### src/rtl/itr_ctrl_if.sv
// Core-side bus of the interrupt controller: request lines, I/O output strobe and status outputs.
interface itr_ctrl_if #(
  parameter int unsigned NUBITS = 32,
  parameter int unsigned NUITRS = 4,
  parameter int unsigned NUIOOU = 8
);
  logic [NUITRS-1:0]          irq_src;
  logic                       out_en;
  logic [$clog2(NUIOOU)-1:0]  addr_out;
  logic [NUBITS-1:0]          data_out;
  logic                       itr;
  logic [NUBITS-1:0]          itr_id;
  logic                       busy;
  logic                       tmo_err;

  modport master (
    output irq_src, out_en, addr_out, data_out,
    input  itr, itr_id, busy, tmo_err
  );

  modport slave (
    input  irq_src, out_en, addr_out, data_out,
    output itr, itr_id, busy, tmo_err
  );
endinterface

### src/rtl/itr_ctrl.sv
// Priority interrupt controller: synchronised edge detect, pending/mask registers, one-cycle itr pulse.
// Optional service timeout is enabled by defining ITR_TIMEOUT_EN.
module itr_ctrl #(
  parameter int unsigned NUBITS = 32,
  parameter int unsigned NUITRS = 4,
  parameter int unsigned NUIOOU = 8,
  parameter int unsigned MSKADD = 6,
  parameter int unsigned ACKADD = 7,
  parameter int unsigned TMOUT  = 255
) (
  input logic       clk,
  input logic       rst,
  itr_ctrl_if.slave bus
);

  localparam int unsigned AW  = $clog2(NUIOOU);
  localparam int unsigned IdW = $clog2(NUITRS);
  localparam logic [AW-1:0] MskAddr = AW'(MSKADD);
  localparam logic [AW-1:0] AckAddr = AW'(ACKADD);

  typedef enum logic [1:0] {StIdle, StFire, StService} state_e;

  state_e            state_q, state_d;
  logic [NUITRS-1:0] s1_q, s2_q, pend_q, pend_d, mask_q, rise, req, ack_clr;
  logic [IdW-1:0]    cur_id_q, cur_id_d, sel_id;
  logic              mask_wr, ack_wr, clr_cur;
  logic              unused_data;

  assign unused_data = ^bus.data_out[NUBITS-1:NUITRS];

  assign rise    = s1_q & ~s2_q;
  assign req     = pend_q & mask_q;
  assign mask_wr = bus.out_en && (bus.addr_out == MskAddr);
  assign ack_wr  = bus.out_en && (bus.addr_out == AckAddr) && (state_q == StService);

`ifdef ITR_TIMEOUT_EN
  localparam int unsigned CntW = $clog2(TMOUT + 1);
  logic [CntW-1:0] cnt_q, cnt_d;
  logic            tmo_hit, tmo_err_q;

  // Ack takes priority over a timeout landing in the same cycle.
  assign tmo_hit = (state_q == StService) && !ack_wr && (cnt_q == CntW'(TMOUT - 1));

  always_comb begin
    cnt_d = cnt_q;
    if (state_q == StFire) begin
      cnt_d = '0;
    end else if (state_q == StService) begin
      cnt_d = cnt_q + 1'b1;
    end
  end

  always_ff @(posedge clk or negedge rst) begin
    if (!rst) begin
      cnt_q     <= '0;
      tmo_err_q <= 1'b0;
    end else begin
      cnt_q     <= cnt_d;
      tmo_err_q <= tmo_err_q | tmo_hit;
    end
  end

  assign bus.tmo_err = tmo_err_q;
`else
  logic tmo_hit;
  assign tmo_hit     = 1'b0;
  assign bus.tmo_err = 1'b0;
`endif

  // Lowest set index wins.
  always_comb begin
    sel_id = '0;
    for (int i = NUITRS - 1; i >= 0; i--) begin
      if (req[i]) begin
        sel_id = IdW'(i);
      end
    end
  end

  always_comb begin
    state_d  = state_q;
    cur_id_d = cur_id_q;
    clr_cur  = 1'b0;
    case (state_q)
      StIdle: begin
        if (|req) begin
          state_d  = StFire;
          cur_id_d = sel_id;
        end
      end
      StFire: state_d = StService;
      StService: begin
        if (ack_wr || tmo_hit) begin
          state_d = StIdle;
          clr_cur = 1'b1;
        end
      end
      default: state_d = StIdle;
    endcase
  end

  // A new rise on the in-service source overrides its clear.
  always_comb begin
    ack_clr = '0;
    if (clr_cur) begin
      ack_clr[cur_id_q] = 1'b1;
    end
    pend_d = (pend_q & ~ack_clr) | rise;
  end

  always_ff @(posedge clk or negedge rst) begin
    if (!rst) begin
      state_q  <= StIdle;
      s1_q     <= '0;
      s2_q     <= '0;
      pend_q   <= '0;
      mask_q   <= '0;
      cur_id_q <= '0;
    end else begin
      state_q  <= state_d;
      s1_q     <= bus.irq_src;
      s2_q     <= s1_q;
      pend_q   <= pend_d;
      cur_id_q <= cur_id_d;
      if (mask_wr) begin
        mask_q <= bus.data_out[NUITRS-1:0];
      end
    end
  end

  assign bus.itr    = (state_q == StFire);
  assign bus.busy   = (state_q != StIdle);
  assign bus.itr_id = NUBITS'(cur_id_q);

endmodule

### src/flat_wrapper.sv
// flat-port wrapper written by rule: the top's interface ports become plain ports
module itr_ctrl_flat 
#(
  parameter int unsigned NUBITS = 32,
  parameter int unsigned NUITRS = 4,
  parameter int unsigned NUIOOU = 8,
  parameter int unsigned MSKADD = 6,
  parameter int unsigned ACKADD = 7,
  parameter int unsigned TMOUT  = 255
)
  (clk, rst, bus_irq_src, bus_out_en, bus_addr_out, bus_data_out, bus_itr, bus_itr_id, bus_busy, bus_tmo_err);
  itr_ctrl_if #(.NUBITS(NUBITS), .NUITRS(NUITRS), .NUIOOU(NUIOOU)) bus_i ();
  input logic clk;
  input logic rst;
  input wire logic [$bits(bus_i.irq_src)-1:0] bus_irq_src;
  input wire logic [$bits(bus_i.out_en)-1:0] bus_out_en;
  input wire logic [$bits(bus_i.addr_out)-1:0] bus_addr_out;
  input wire logic [$bits(bus_i.data_out)-1:0] bus_data_out;
  output wire logic [$bits(bus_i.itr)-1:0] bus_itr;
  output wire logic [$bits(bus_i.itr_id)-1:0] bus_itr_id;
  output wire logic [$bits(bus_i.busy)-1:0] bus_busy;
  output wire logic [$bits(bus_i.tmo_err)-1:0] bus_tmo_err;
  assign bus_i.irq_src = bus_irq_src;
  assign bus_i.out_en = bus_out_en;
  assign bus_i.addr_out = bus_addr_out;
  assign bus_i.data_out = bus_data_out;
  assign bus_itr = bus_i.itr;
  assign bus_itr_id = bus_i.itr_id;
  assign bus_busy = bus_i.busy;
  assign bus_tmo_err = bus_i.tmo_err;
  itr_ctrl #(.NUBITS(NUBITS), .NUITRS(NUITRS), .NUIOOU(NUIOOU), .MSKADD(MSKADD), .ACKADD(ACKADD), .TMOUT(TMOUT)) u_core (.clk(clk), .rst(rst), .bus(bus_i));
endmodule
### config.mk
export PLATFORM = sky130hd
export DESIGN_NAME = itr_ctrl_flat
export DESIGN_NICKNAME = d
export VERILOG_FILES = /design/src/rtl/itr_ctrl_if.sv /design/src/rtl/itr_ctrl.sv /design/src/flat_wrapper.sv
export SDC_FILE = /design/constraint.sdc
export NUM_CORES = 1
export LEC_CHECK = 0
export ABC_CLOCK_PERIOD_IN_PS = 1300
export BUFFER_PORTS_ARGS = -buffer_cell sky130_fd_sc_hd__buf_4
export CAP_MARGIN = 30
export CORE_ASPECT_RATIO = 0.7
export CORE_MARGIN = 4
export CORE_UTILIZATION = 40
export CTS_BUF_LIST = sky130_fd_sc_hd__clkbuf_4
export CTS_CLUSTER_DIAMETER = 30
export DETAILED_ROUTE_END_ITERATION = 12
export GPL_TIMING_DRIVEN = 0
export PLACE_DENSITY = 0.93
export SETUP_SLACK_MARGIN = 0.05
export SYNTH_ARGS = -nofsm -noshare
export SYNTH_HDL_FRONTEND = slang
export SYNTH_SLANG_ARGS = --single-unit
### constraint.sdc
create_clock -name clk -period 1.3 [get_ports clk]
set_clock_uncertainty 0.1 [all_clocks]
set_input_delay 0.195 -clock clk [delete_from_list [all_inputs] [get_ports clk]]
set_output_delay 0.195 -clock clk [all_outputs]
set_load 0.02 [all_outputs]
==> impl_metrics.json, run 1 <==
{
  "status": "finished with violations",
  "violations": "setup timing",
  "synth_area_um2": 985,
  "timing.fmax_mhz": 669,
  "top_layer": "met3",
  "drt_iter0_markers": 2,
  "crit_fanout": 2,
  "reg2reg_slack_ps": -10,
  "ys_ff_latch": 20,
  "diodes": 0,
  "syn_to_final_growth_pct": 46.6,
  "vias": 728,
  "final_util_pct": 64.4,
  "drv_slew": 0,
  "dieArea_um2": 3330,
  "ir_worst_vdd_v": 0.000889,
  "htreeDepth": 1,
  "overflow": 0,
  "wl_met3_um": 212,
  "critical-path-slowest-cell": "dfrtp_1",
  "fp.dieW_um": 67.3,
  "cts.reportedPaths.clkPinSlew_ps": 110,
  "holdPathEnd": "u_core.mask_q[3]",
  "worstReg2RegEnd": "u_core.cur_id_q[0]",
  "clock_sinks": 20,
  "reg2reg_depth": 4,
  "worstSetupPathType": "reg2out",
  "cp.required_ps": 1000,
  "yosysTopAreaCellShare_pct": 50.8,
  "worstPathCellList": "or2_0 -> buf_4 -> buf_6",
  "dp_hpwl_um": 1550,
  "ys_seq_area_share_pct": 50.8,
  "fillCellCount": 199,
  "synth_most_common_cell": "buf_4",
  "hold_start": "bus_data_out[3]",
  "vias_per_cell": 4.04,
  "dr_wl_met2_um": 1050,
  "insertion_delay_ps": 300,
  "grt_pass1_wl_um": 2990,
  "initial_core_util_pct": 43.9,
  "io_buffers": 17,
  "core_um2": 2240,
  "drive_gt1_share_pct": 48.0,
  "min_period_ps": 1490,
  "power.density_nw_per_um2": 1470,
  "drt.antenna.violating_nets": 0,
  "end_kind": "primary output",
  "wl_um": 1950,
  "r2r-start": "u_core.state_q[0]",
  "clockBufferDepth": 2,
  "yosys_warnings": 0,
  "clockRootBuffer": "clkbuf_4",
  "setup_viol_count_final": 4,
  "synth_edf_count": 0,
  "fin_ws_ps": -194,
  "dieHeight_um": 49.5,
  "yosysTopAreaCell": "dfrtp_1",
  "firstDrtPassIters": 3,
  "nNetsFinal": 191,
  "synth-main-ff-cell": "dfrtp_1",
  "gr-usage-all-layers_pct": 11.9,
  "gp_congestion": 0.870,
  "cts_buffers": 3,
  "grt_max_degree": 21,
  "row_count": 14,
  "cts_tree": "yes",
  "m1WireLength_um": 684,
  "cp-start-kind": "flip-flop",
  "yosysUniqueCellTypes": 20,
  "synth_async_sr_flop_share_pct": 100,
  "timing.hold.ws_ps": 29.5,
  "io_pins": 77,
  "postSynthAreaPerCell_um2": 11.2,
  "grt_setup_unrepaired": "yes",
  "first_global_vias": 701,
  "total_power_w": 0.00212,
  "postPlaceCellArea_um2": 1260,
  "synth_common_cells": "31 x buf_4, 20 x dfrtp_1, 7 x inv_1",
  "max_cap_viol_count": 0,
  "syn_inst": 88,
  "period_share_pct": 115,
  "cpPeakStageDelay_ps": 400,
  "fin_area_um2": 1440,
  "drc": 0,
  "hold_depth": 2,
  "hold_path_class": "in2reg",
  "hold_viol_final": 0,
  "antenna_found_initial": 0,
  "wl_per_cell_um": 10.8,
  "power.leakage_nw": 0.785,
  "critPathArrivalTime_ps": 1200,
  "synthTopCellsByArea": "dfrtp_1 51%, buf_4 24%, mux2_2 4.6%, o41ai_1 3.6%, inv_1 2.7%"
}
-- critical path: cells and delay by family, from the launching register on --
kind                   cells  cell delay, ps
and+or+nand+nor            1             230
DFF                        1             400
buffers and inverters      2             270
-- timing repair --
action                                  CTS  global route
setup buffers                             4             1
hold buffers                              5             0
resized for setup                        12             5
hold endpoints to repair                 24             0
endpoints found under the setup margin    4            11
pin swaps                                 1             2
-- worst max path at each step --
stage,from,end,slack (ps),depth (start not counted)
after global routing,u_core.state_q[1],bus_itr,-230,4
after detailed placement,u_core.state_q[0],u_core.pend_q[1],50,3
final,u_core.state_q[0],bus_busy,-190,3
after CTS,u_core.state_q[1],bus_busy,-190,3
after floorplan,u_core.cur_id_q[1],u_core.pend_q[2],100,3
after global placement,u_core.state_q[0],u_core.pend_q[0],120,3
-- layout make-up --
| type | count | area (um^2) | area share [%] |
|---|---|---|---|
| Buffer | 32 | 240 | 16.6 |
| Clock buffer | 3 | 22.5 | 1.56 |
| Clock inverter | 1 | 3.75 | 0.260 |
| Inverter | 7 | 26.3 | 1.82 |
| Multi-Input combinational cell | 59 | 378 | 26.2 |
| Sequential cell | 20 | 503 | 34.8 |
| Tap cell | 32 | 40.0 | 2.77 |
| Timing Repair Buffer | 26 | 230 | 15.9 |
-- logic make-up (layout without fill, tap and decap cells) --
logic type             count (synthesis)  after routing  synth area share [%]
muxes                                  4              4                  4.57
AOI/OAI and AO/OA                     16             16                  12.2
and+or+nand+nor                        8              8                  5.21
buffers and inverters                 39             69                  26.8
other                                  1             31                 0.381
DFF                                   20             20                  50.8
-- metal layers --
metal	global-route usage, %	vias up
li1	-	355
met1	10.9	339
met2	24.0	34
met3	3.64	0
met4	4.04	0
met5	0	-
-- placed cells by master (no fill, tap or decap), drive strengths merged, types with 2 or more instances in the layout --
cell / synthesis / layout
conb: 1 / 31
nand2: 3 / 3
a21oi: 2 / 2
inv: 7 / 7
dfrtp: 20 / 20
o21ai: 4 / 4
mux2: 4 / 4
buf: 32 / 53
o41ai: 4 / 4
clkbuf: 0 / 3
dlygate4sd3: 0 / 5
o22a: 2 / 2
-- through the flow --
step | std cells | setup WS, ps | setup TNS, ps
5_1_grt | 180 | -234 | -540
3_3_place_gp | 167 | 119 | 0
4_1_cts | 180 | -194 | -403
6_report | 180 | -194 | -386
2_1_floorplan | 118 | 98.0 | 0
3_5_place_dp | 167 | 53.1 | 0
-- sequential cells by signal (all words and copies together), names as in the netlist --
register	flops
u_core.mask_q	4
u_core.pend_q	4
u_core.s1_q	4
u_core.s2_q	4
u_core.cur_id_q	2
u_core.state_q	2
-- power breakdown --
part | total [W] | internal (W) | switching [W] | leakage (nW)
registers | 0.000853 | 0.000739 | 0.000114 | 0.223
clock network | 0.000292 | 0.000112 | 0.000180 | 0.0154
logic | 0.000974 | 0.000507 | 0.000468 | 0.547
Note: power is estimated with default switching activity, not from simulation.
==> run 2: changes to the inputs <==
Settings changed: CELL_PAD_IN_SITES_DETAIL_PLACEMENT set to 1, CELL_PAD_IN_SITES_GLOBAL_PLACEMENT set to 2, CORE_UTILIZATION 40 to 22, PLACE_DENSITY 0.93 to 0.94.
==> impl_metrics.json, run 2 (synthesized netlist as in run 1, its figures left out) <==
{
  "io_pins": 77,
  "vias_per_cell": 3.48,
  "drt_iter0_markers": 31,
  "layout_commonest_cell": "buf_4",
  "grt_pass1_wl_um": 3220,
  "violations": "setup timing",
  "power.density_nw_per_um2": 1380,
  "htreeDepth": 1,
  "worstSetupPathType": "reg2out",
  "diodes": 0,
  "ir_worst_vdd_v": 0.000579,
  "cpPeakStageDelay_ps": 400,
  "dieHeight_um": 64.0,
  "status": "finished with violations",
  "firstDrtPassIters": 4,
  "top_layer": "met3",
  "vias": 703,
  "fin_ws_ps": -89.0,
  "clockRootBuffer": "clkbuf_4",
  "row_count": 20,
  "drc": 0,
  "initial_core_util_pct": 22.7,
  "critPathBufInv": 1,
  "wl_um": 1980,
  "dieArea_um2": 5630,
  "syn_to_final_growth_pct": 46.5,
  "cts_buffers": 3,
  "drive_gt1_share_pct": 44.9,
  "gr-usage-all-layers_pct": 7.25,
  "first_global_vias": 715,
  "timing.fmax_mhz": 720,
  "drt.antenna.violating_nets": 0,
  "layout_common_cells": "46 x buf_4, 31 x conb_1, 18 x dfrtp_1",
  "fp.dieW_um": 88.0,
  "wl_per_cell_um": 9.80,
  "drv_slew": 0,
  "grt_max_degree": 21,
  "end_kind": "primary output",
  "worstPathCellList": "or2_4 -> buf_6",
  "finalSetupTns_ps": -120,
  "critical-path-slowest-cell": "dfrtp_1",
  "max_cap_viol_count": 0,
  "hold_viol_final": 0,
  "cp.depth": 2,
  "cts.reportedPaths.clkPinSlew_ps": 110,
  "dr_wl_met2_um": 1070,
  "wl_met3_um": 113,
  "cp-start-kind": "flip-flop",
  "reg2reg_depth": 3,
  "hold_path_class": "in2reg",
  "setup_viol_count_final": 2,
  "overflow": 0,
  "cts_tree": "yes",
  "grt_setup_unrepaired": "yes",
  "m1WireLength_um": 799,
  "io_buffers": 17,
  "core_um2": 4330,
  "min_period_ps": 1390,
  "timing.hold.ws_ps": 22.6,
  "gp_congestion": 0.819,
  "antenna_found_initial": 0,
  "hold_depth": 2,
  "dp_hpwl_um": 1590,
  "clockBufferDepth": 2,
  "insertion_delay_ps": 300,
  "period_share_pct": 107,
  "critPathArrivalTime_ps": 1090,
  "crit_fanout": 3,
  "nNetsFinal": 190,
  "crit_family": "flip-flops",
  "clock_sinks": 20,
  "power.leakage_nw": 0.765,
  "cp.required_ps": 1000
}
## run 2: layout make-up
type	instances	area [um^2]
Sequential cell	20	503
Fill cell	498	2890
Inverter	7	26.3
Multi-Input combinational cell	59	358
Clock inverter	1	3.75
Buffer	31	233
Clock buffer	3	22.5
Tap cell	55	68.8
Timing Repair Buffer	26	228
## run 2: repair_timing
action | CTS | global route
pin swaps | 0 | 2
buffers inserted | 1 | 2
resized for setup | 4 | 8
endpoints found under the hold margin | 24 | 2
endpoints found under the setup margin | 5 | 10
gates cloned | 0 | 0
hold buffers | 5 | 2
## run 2: report_power, final
group	switching, W	internal (W)	total (W)
sequential	0.000109	0.000739	0.000847
combinational	0.000427	0.000417	0.000844
clock	0.000187	0.000112	0.000299
total	0.000723	0.00127	0.00199
## run 2: path summary, 6_finish.rpt
path / startpoint / end / slack, ps
min: bus_data_out[1] / u_core.mask_q[1] / 20
max in group asynchronous: rst / u_core.cur_id_q[0] / 680
max reg2reg: u_core.state_q[0] / u_core.pend_q[2] / 20
min reg2reg: u_core.s1_q[3] / u_core.s2_q[3] / 290
min in group asynchronous: rst / u_core.s1_q[0] / 190
max: u_core.state_q[1] / bus_busy / -90
## run 2: metal layers
layer | up-vias | GRT usage, %
met3 | 0 | 3.09
met4 | 0 | 0.575
met2 | 16 | 12.0
met1 | 337 | 9.11
met5 | - | 0
li1 | 350 | -
## run 2: stage by stage
| stage | total power, W | cell area (um^2) | utilization, % | setup slack (ps) | cells |
|---|---|---|---|---|---|
| after floorplan | 0.00131 | 1100 | - | 98.0 | 118 |
| final | 0.00199 | 1440 | 33.3 | -89.0 | 202 |
| after CTS | 0.00193 | 1390 | 32.2 | -171 | 200 |
| after global routing | 0.00212 | 1440 | 33.3 | -148 | 202 |
| after detailed placement | 0.00154 | 1290 | 29.9 | 53.4 | 190 |
| after global placement | 0.00152 | 1290 | 29.9 | 71.7 | 190 |
